## src/rtl/cmp_pkg.sv

```systemverilog
// ---------------------------------------------------------------------------
// cmp_pkg
// Shared definitions for the comparator family:
//   cmp_code_t     - one-hot ordering result (NONE / LT / GT / EQ)
//   filt_state_t   - persistence-filter state encoding (IDLE / STABLE / PENDING)
// ---------------------------------------------------------------------------
package cmp_pkg;

    typedef enum logic [2:0] {
        CMP_NONE = 3'b000,
        CMP_LT   = 3'b001,
        CMP_GT   = 3'b010,
        CMP_EQ   = 3'b100
    } cmp_code_t;

    typedef enum logic [1:0] {
        IDLE    = 2'd0,
        STABLE  = 2'd1,
        PENDING = 2'd2
    } filt_state_t;

endpackage

```

## src/rtl/cmp_hold_filter_if.sv

```systemverilog
// ---------------------------------------------------------------------------
// cmp_hold_filter_if
// Bundles the sample inputs and filtered results of cmp_hold_filter.
//   in_valid, a, b, clear          - sample side (driven by master)
//   q_raw, raw_valid               - registered unfiltered compare
//   q, q_valid, changed, rejected  - persistence-filtered result and status
// Modports: master = data source / consumer, slave = the filter block.
// ---------------------------------------------------------------------------
interface cmp_hold_filter_if #(
    parameter int WIDTH = 8,
    parameter int REJ_W = 8
);
    logic             in_valid;
    logic [WIDTH-1:0] a;
    logic [WIDTH-1:0] b;
    logic             clear;
    logic [2:0]       q_raw;
    logic             raw_valid;
    logic [2:0]       q;
    logic             q_valid;
    logic             changed;
    logic [REJ_W-1:0] rejected;

    modport master (
        output in_valid, a, b, clear,
        input  q_raw, raw_valid, q, q_valid, changed, rejected
    );

    modport slave (
        input  in_valid, a, b, clear,
        output q_raw, raw_valid, q, q_valid, changed, rejected
    );
endinterface

```

## src/rtl/cmp_core.sv

```systemverilog
// ---------------------------------------------------------------------------
// cmp_core
// Purely combinational magnitude compare returning a one-hot code.
//   a, b  in  WIDTH  operands (two's complement when SIGNED != 0)
//   code  out 3      CMP_LT / CMP_GT / CMP_EQ
// ---------------------------------------------------------------------------
module cmp_core
    import cmp_pkg::*;
#(
    parameter int WIDTH  = 8,
    parameter int SIGNED = 0
) (
    input  logic [WIDTH-1:0] a,
    input  logic [WIDTH-1:0] b,
    output cmp_code_t        code
);

    logic a_lt_b;

    always_comb begin
        if (SIGNED != 0) a_lt_b = ($signed(a) < $signed(b));
        else             a_lt_b = (a < b);

        if (a == b)      code = CMP_EQ;
        else if (a_lt_b) code = CMP_LT;
        else             code = CMP_GT;
    end

endmodule

```

## src/rtl/cmp_hold_filter.sv

```systemverilog
// ---------------------------------------------------------------------------
// cmp_hold_filter
// Registered magnitude comparator followed by a persistence filter: a new
// ordering must be seen on HOLD consecutive valid samples before q changes.
//   clk    in   system clock, rising edge
//   rst_n  in   synchronous active-low reset
//   bus    slave modport of cmp_hold_filter_if:
//            in_valid/a/b/clear in; q_raw/raw_valid/q/q_valid/changed/rejected out
// ---------------------------------------------------------------------------
module cmp_hold_filter
    import cmp_pkg::*;
#(
    parameter int WIDTH  = 8,
    parameter int SIGNED = 0,
    parameter int HOLD   = 3,
    parameter int REJ_W  = 8
) (
    input  logic               clk,
    input  logic               rst_n,
    cmp_hold_filter_if.slave   bus
);

    localparam int CNT_W = $clog2(HOLD + 1);
    // cnt holds the number of agreeing samples already seen for cand; the
    // sample that makes it HOLD commits, so compare against HOLD-1.
    localparam logic [CNT_W-1:0] LAST_CNT = CNT_W'(HOLD - 1);

    // ---------------- compare stage ----------------
    cmp_code_t raw_code;
    cmp_code_t q_raw_r;
    logic      raw_valid_r;
    logic      accept;

    cmp_core #(.WIDTH(WIDTH), .SIGNED(SIGNED)) u_core (
        .a    (bus.a),
        .b    (bus.b),
        .code (raw_code)
    );

    // A sample arriving together with clear is discarded.
    assign accept = bus.in_valid & ~bus.clear;

    // NOTE: sequential state uses non-blocking (<=) so every register samples
    // pre-edge values; blocking here would create order-dependent races.
    always_ff @(posedge clk) begin
        if (!rst_n) begin
            q_raw_r     <= CMP_NONE;
            raw_valid_r <= 1'b0;
        end else begin
            raw_valid_r <= accept;
            if (accept) q_raw_r <= raw_code;
        end
    end

    // ---------------- persistence filter ----------------
    filt_state_t      state_r,    state_n;
    cmp_code_t        cand_r,     cand_n;
    logic [CNT_W-1:0] cnt_r,      cnt_n;
    cmp_code_t        q_r,        q_n;
    logic             q_valid_r,  q_valid_n;
    logic             changed_r,  changed_n;
    logic [REJ_W-1:0] rejected_r, rejected_n;

    always_ff @(posedge clk) begin
        if (!rst_n) begin
            state_r    <= IDLE;
            cand_r     <= CMP_NONE;
            cnt_r      <= '0;
            q_r        <= CMP_NONE;
            q_valid_r  <= 1'b0;
            changed_r  <= 1'b0;
            rejected_r <= '0;
        end else begin
            state_r    <= state_n;
            cand_r     <= cand_n;
            cnt_r      <= cnt_n;
            q_r        <= q_n;
            q_valid_r  <= q_valid_n;
            changed_r  <= changed_n;
            rejected_r <= rejected_n;
        end
    end

    // NOTE: every next-state variable gets a default before any branch, so
    // no path leaves one unassigned and no latch is inferred.
    always_comb begin
        state_n    = state_r;
        cand_n     = cand_r;
        cnt_n      = cnt_r;
        q_n        = q_r;
        changed_n  = 1'b0;
        rejected_n = rejected_r;

        if (bus.clear) begin
            state_n = IDLE;
            q_n     = CMP_NONE;
            cnt_n   = '0;
        end else if (raw_valid_r) begin
            unique case (state_r)
                IDLE: begin
                    q_n       = q_raw_r;
                    changed_n = 1'b1;
                    cnt_n     = '0;
                    state_n   = STABLE;
                end
                STABLE: begin
                    if (q_raw_r == q_r) begin
                        cnt_n = '0;
                    end else if (HOLD == 1) begin
                        q_n       = q_raw_r;
                        changed_n = 1'b1;
                    end else begin
                        cand_n  = q_raw_r;
                        cnt_n   = CNT_W'(1);
                        state_n = PENDING;
                    end
                end
                PENDING: begin
                    if (q_raw_r == cand_r) begin
                        if (cnt_r == LAST_CNT) begin
                            q_n       = cand_r;
                            changed_n = 1'b1;
                            cnt_n     = '0;
                            state_n   = STABLE;
                        end else begin
                            cnt_n = cnt_r + CNT_W'(1);
                        end
                    end else if (q_raw_r == q_r) begin
                        // Relation fell back before persisting: a glitch.
                        if (rejected_r != '1) rejected_n = rejected_r + REJ_W'(1);
                        cnt_n   = '0;
                        state_n = STABLE;
                    end else begin
                        // Third code: restart persistence on the new candidate.
                        cand_n = q_raw_r;
                        cnt_n  = CNT_W'(1);
                    end
                end
                default: begin
                    state_n = IDLE;
                    cnt_n   = '0;
                end
            endcase
        end

        q_valid_n = (state_n != IDLE);
    end

    assign bus.q_raw     = q_raw_r;
    assign bus.raw_valid = raw_valid_r;
    assign bus.q         = q_r;
    assign bus.q_valid   = q_valid_r;
    assign bus.changed   = changed_r;
    assign bus.rejected  = rejected_r;

endmodule

```

## src/flat_wrapper.sv

```systemverilog
// flat-port wrapper written by rule: the top's interface ports become plain ports
module cmp_hold_filter_flat import cmp_pkg::*;
#(
    parameter int WIDTH  = 8,
    parameter int SIGNED = 0,
    parameter int HOLD   = 3,
    parameter int REJ_W  = 8
)
  (clk, rst_n, bus_in_valid, bus_a, bus_b, bus_clear, bus_q_raw, bus_raw_valid, bus_q, bus_q_valid, bus_changed, bus_rejected);
  cmp_hold_filter_if #(.WIDTH(WIDTH), .REJ_W(REJ_W)) bus_i ();
  input  logic clk;
  input  logic rst_n;
  input wire logic [$bits(bus_i.in_valid)-1:0] bus_in_valid;
  input wire logic [$bits(bus_i.a)-1:0] bus_a;
  input wire logic [$bits(bus_i.b)-1:0] bus_b;
  input wire logic [$bits(bus_i.clear)-1:0] bus_clear;
  output wire logic [$bits(bus_i.q_raw)-1:0] bus_q_raw;
  output wire logic [$bits(bus_i.raw_valid)-1:0] bus_raw_valid;
  output wire logic [$bits(bus_i.q)-1:0] bus_q;
  output wire logic [$bits(bus_i.q_valid)-1:0] bus_q_valid;
  output wire logic [$bits(bus_i.changed)-1:0] bus_changed;
  output wire logic [$bits(bus_i.rejected)-1:0] bus_rejected;
  assign bus_i.in_valid = bus_in_valid;
  assign bus_i.a = bus_a;
  assign bus_i.b = bus_b;
  assign bus_i.clear = bus_clear;
  assign bus_q_raw = bus_i.q_raw;
  assign bus_raw_valid = bus_i.raw_valid;
  assign bus_q = bus_i.q;
  assign bus_q_valid = bus_i.q_valid;
  assign bus_changed = bus_i.changed;
  assign bus_rejected = bus_i.rejected;
  cmp_hold_filter #(.WIDTH(WIDTH), .SIGNED(SIGNED), .HOLD(HOLD), .REJ_W(REJ_W)) u_core (.clk(clk), .rst_n(rst_n), .bus(bus_i));
endmodule
```

## config.mk

```make
export PLATFORM = sky130hd
export DESIGN_NAME = cmp_hold_filter_flat
export DESIGN_NICKNAME = d
export VERILOG_FILES = /design/src/rtl/cmp_pkg.sv /design/src/rtl/cmp_hold_filter_if.sv /design/src/rtl/cmp_core.sv /design/src/rtl/cmp_hold_filter.sv /design/src/flat_wrapper.sv
export SDC_FILE = /design/constraint.sdc
export NUM_CORES = 1
export LEC_CHECK = 0
export CAP_MARGIN = 5
export CORE_MARGIN = 5
export CORE_UTILIZATION = 35
export CTS_BUF_LIST = sky130_fd_sc_hd__clkbuf_8
export DETAILED_ROUTE_END_ITERATION = 7
export PLACE_DENSITY = 0.73
export SLEW_MARGIN = 20
export SYNTH_ARGS = -nofsm -noshare
export SYNTH_HDL_FRONTEND = slang
export SYNTH_SLANG_ARGS = --single-unit
```

## constraint.sdc

```tcl
create_clock -name clk -period 1.89 [get_ports clk]
set_input_delay 0.378 -clock clk [delete_from_list [all_inputs] [get_ports clk]]
set_output_delay 0.378 -clock clk [all_outputs]
set_load 0.02 [all_outputs]
```

==> Implementation_results.wiki <==
{| class="wikitable"
! Metric !! Value
|-
| Critical setup path kind || reg2out
|-
| VDD IR max || approximately 300 µV
|-
| Number of warning messages in the yosys log || 0
|-
| Floorplan core area || 4060 µm²
|-
| Layout Cell Area excl Fill || between 2000 and 2500 µm²
|-
| Run status || finished clean
|-
| Routed via count || approximately 1,400
|-
| WP data arrival || approximately 1500 ps
|-
| Clk buf depth || 2
|-
| Distinct cells, synth || 41
|-
| Total power draw || roughly 1.1 mW
|-
| Fraction of final layout cells with drive strength greater than 1 || 18.0%
|-
| Post-Place Cells || about 270
|-
| Post-synth ARST share || 0%
|-
| Remaining routing DRC violations || 0
|-
| Final critical-path required period || 1830 ps
|-
| Cells taking the most area after synthesis || sky130_fd_sc_hd__dfxtp_1 (32%), sky130_fd_sc_hd__ha_1 (11%), sky130_fd_sc_hd__mux2i_1 (6.7%)
|-
| Post-synthesis average cell area || around 8.9 µm²
|-
| Number of antenna-violating nets in the routed design || 0
|-
| Register bit total from synthesis || 24
|-
| Peak clock frequency supported by timing || 548 MHz
|-
| CP max FO || 4
|-
| Start point of the worst hold path || u_core.bus.rejected[6]$_SDFFE_PN0P_
|-
| Portion of the clock cycle consumed by the worst path in the final layout || 96.6%
|-
| Final Instance Count excl. Fillers || ~270
|-
| Synth-to-Final Area Change || 45.2%
|-
| I/O Pins || 37
|-
| Post-Synthesis Cells || roughly 170
|-
| Initial antenna violation count || 0
|-
| Final hold violation count || 0
|-
| Post-Syn Area || 1490 µm²
|-
| Starting Density || a little over a third
|-
| Die Ht || 75.2 µm
|-
| Clock insertion delay at the later pin of the skew report || about 260 ps
|-
| Crit Reg-Reg Startpoint || u_core.state_r[0]$_SDFF_PN0_
|-
| Pins over their slew limit || 0
|-
| Nets || 256
|-
| Port Buffers || 36
|-
| Estimated wirelength of the detail-placed design || 2710 µm
|-
| Count of antenna diodes in the layout || 0
|-
| Pwr Density || just over 500 nW/µm²
|-
| Worst-Margin Slew || approximately 450 ps
|-
| Filler cell count in the final layout || ~370
|-
| Crit end category || output port
|-
| Clock input transition at the sequential cells of the worst setup and hold paths || ~90 ps
|-
| Clock tree skew after final layout || roughly 3 ps
|-
| Post-placement setup slack || -326 ps
|-
| Num rows || 23
|-
| Part of the Yosys area used for sequential elements || 32.3%
|-
| CTS tree || done
|-
| Proportion of netlist area held by the largest area contributor || 32.3%
|-
| Largest net degree at the start of global routing || 14
|-
| Static Leakage || roughly 0.9 nW
|-
| Area after DPL || just over 2000 µm²
|-
| Average vias per placed instance || between 5 and 6
|-
| Post-synth top area cell || sky130_fd_sc_hd__dfxtp_1
|-
| Cell at the root of the clock tree || sky130_fd_sc_hd__clkbuf_8
|-
| Post-CTS Repair Setup Buffers || 0
|-
| Top cell types by occurrence after synthesis || sky130_fd_sc_hd__dfxtp_1 (24), sky130_fd_sc_hd__nor2_1 (14), sky130_fd_sc_hd__ha_1 (13), sky130_fd_sc_hd__inv_1 (13)
|-
| Worst slew margin relative to its limit || between 60 and 70%
|-
| Critical Path RT || approximately 1500 ps
|-
| Worst path setup slack after routing || 64.9 ps
|-
| Launch point of the critical path || u_core.bus.q_raw[1]$_SDFFE_PN0P_
|-
| Final GP Congestion || around 0.9
|-
| Number of sinks driven by the clock tree || 24
|-
| Class of the tightest hold or removal check || reg2reg
|-
| Number of global-route vias before repair || 1,405
|-
| EDFF count, synth || 0
|-
| DR WL/cell || between 10 and 15 µm
|-
| Final core utilization || 53.3%
|-
| Routed wire length || about 3600 µm
|-
| Smallest hold slack || 491 ps
|-
| Critical path startpoint category || flop
|-
| Initial detailed-routing violation count || a little under 80
|-
| Global route overflow || 0
|-
| Most frequently used cell type in the post-synthesis netlist || sky130_fd_sc_hd__dfxtp_1
|-
| Depth of the CTS H-tree || 1
|-
| Number of iterations in the first detailed-routing pass || 4
|-
| Count of maximum capacitance violations || 0
|-
| Global routing usage summed across all routing layers || 13.6%
|-
| Die area || about 5700 µm²
|-
| TritonCTS buffer count || 3
|-
| Die width || 75.2 µm
|-
| Final TNS setup || 0 ps
|-
| Wire length of the first global-routing pass || between 6000 and 7000 µm
|-
| Synth Net Count || between 200 and 250
|-
| Dominant synthesized flop cell || sky130_fd_sc_hd__dfxtp_1
|-
| Count of final setup violators || 0
|}
[flip-flops by register name (all words and copies together), names as in the netlist, 2 cells and up]
name,count
u_core.bus.rejected,8
u_core.bus.q,3
u_core.bus.q_raw,3
u_core.cand_r,3
u_core.cnt_r,2
u_core.state_r,2
[power breakdown]
| group | leakage, nW | switching, mW | internal [mW] |
|---|---|---|---|
| combinational | 0.671 | 0.104 | 0.120 |
| clock | 0.0288 | 0.168 | 0.186 |
| sequential | 0.194 | 0.00776 | 0.512 |
[path summary, 6_finish.rpt]
check | end | cells past startpoint | slack (ps)
hold / removal | u_core.bus.rejected[6]$_SDFFE_PN0P_ | 2 | 490
hold reg to reg | u_core.bus.rejected[6]$_SDFFE_PN0P_ | 2 | 490
setup / recovery | bus_q_raw[1] | 2 | 60
setup reg to reg | u_core.bus.rejected[4]$_SDFFE_PN0P_ | 8 | 160
[critical path, cell delays in order (launching register included)]
cell	delay [ps]
sky130_fd_sc_hd__dfxtp_1	410
sky130_fd_sc_hd__buf_4	170
sky130_fd_sc_hd__clkdlybuf4s50_1	600
[cells in the final DEF, fill, tap and decap left out, drive strengths merged, types with 4 or more instances in the layout]
cell type / Yosys / final
nand3: 8 / 8
buf: 1 / 20
o21ai: 4 / 4
nor2: 14 / 14
ha: 13 / 13
inv: 13 / 13
xnor2: 10 / 10
mux2i: 10 / 10
nand4: 4 / 4
nand2: 6 / 6
clkdlybuf4s50: 0 / 32
a21oi: 9 / 9
clkbuf: 5 / 4
nor2b: 7 / 7
nand2b: 6 / 6
dfxtp: 24 / 24
[metal layers]
metal	global-route usage, %	vias up	wire length, µm
li1	-	707	-
met1	17.7	644	1600
met2	23.6	36	1740
met3	1.87	4	166
met4	3.50	0	53
met5	0	-	0
[kinds of logic after synthesis]
family          share of synthesized area, %
xor+xnor                                5.89
compound gates                          13.6
buf+inv                                 5.38
fa+ha+maj                               10.9
simple gates                            25.1
mux                                     6.73
flops                                   32.3
[cell type report]
cell class,instances,area [µm²],area share [%]
sequential,24,482,22.3
inverter,13,48.8,2.26
timing repair buffer,56,513,23.7
clock buffer,4,55.1,2.55
tap,50,62.6,2.90
multi-input combinational,125,1000,46.3
[what timing repair did]
action,CTS,global route
pin swaps,9,5
hold buffers,0,0
gates resized for setup,8,10
endpoints found under the setup margin,1,6
No activity file was read; power rests on OpenSTA's default activity.
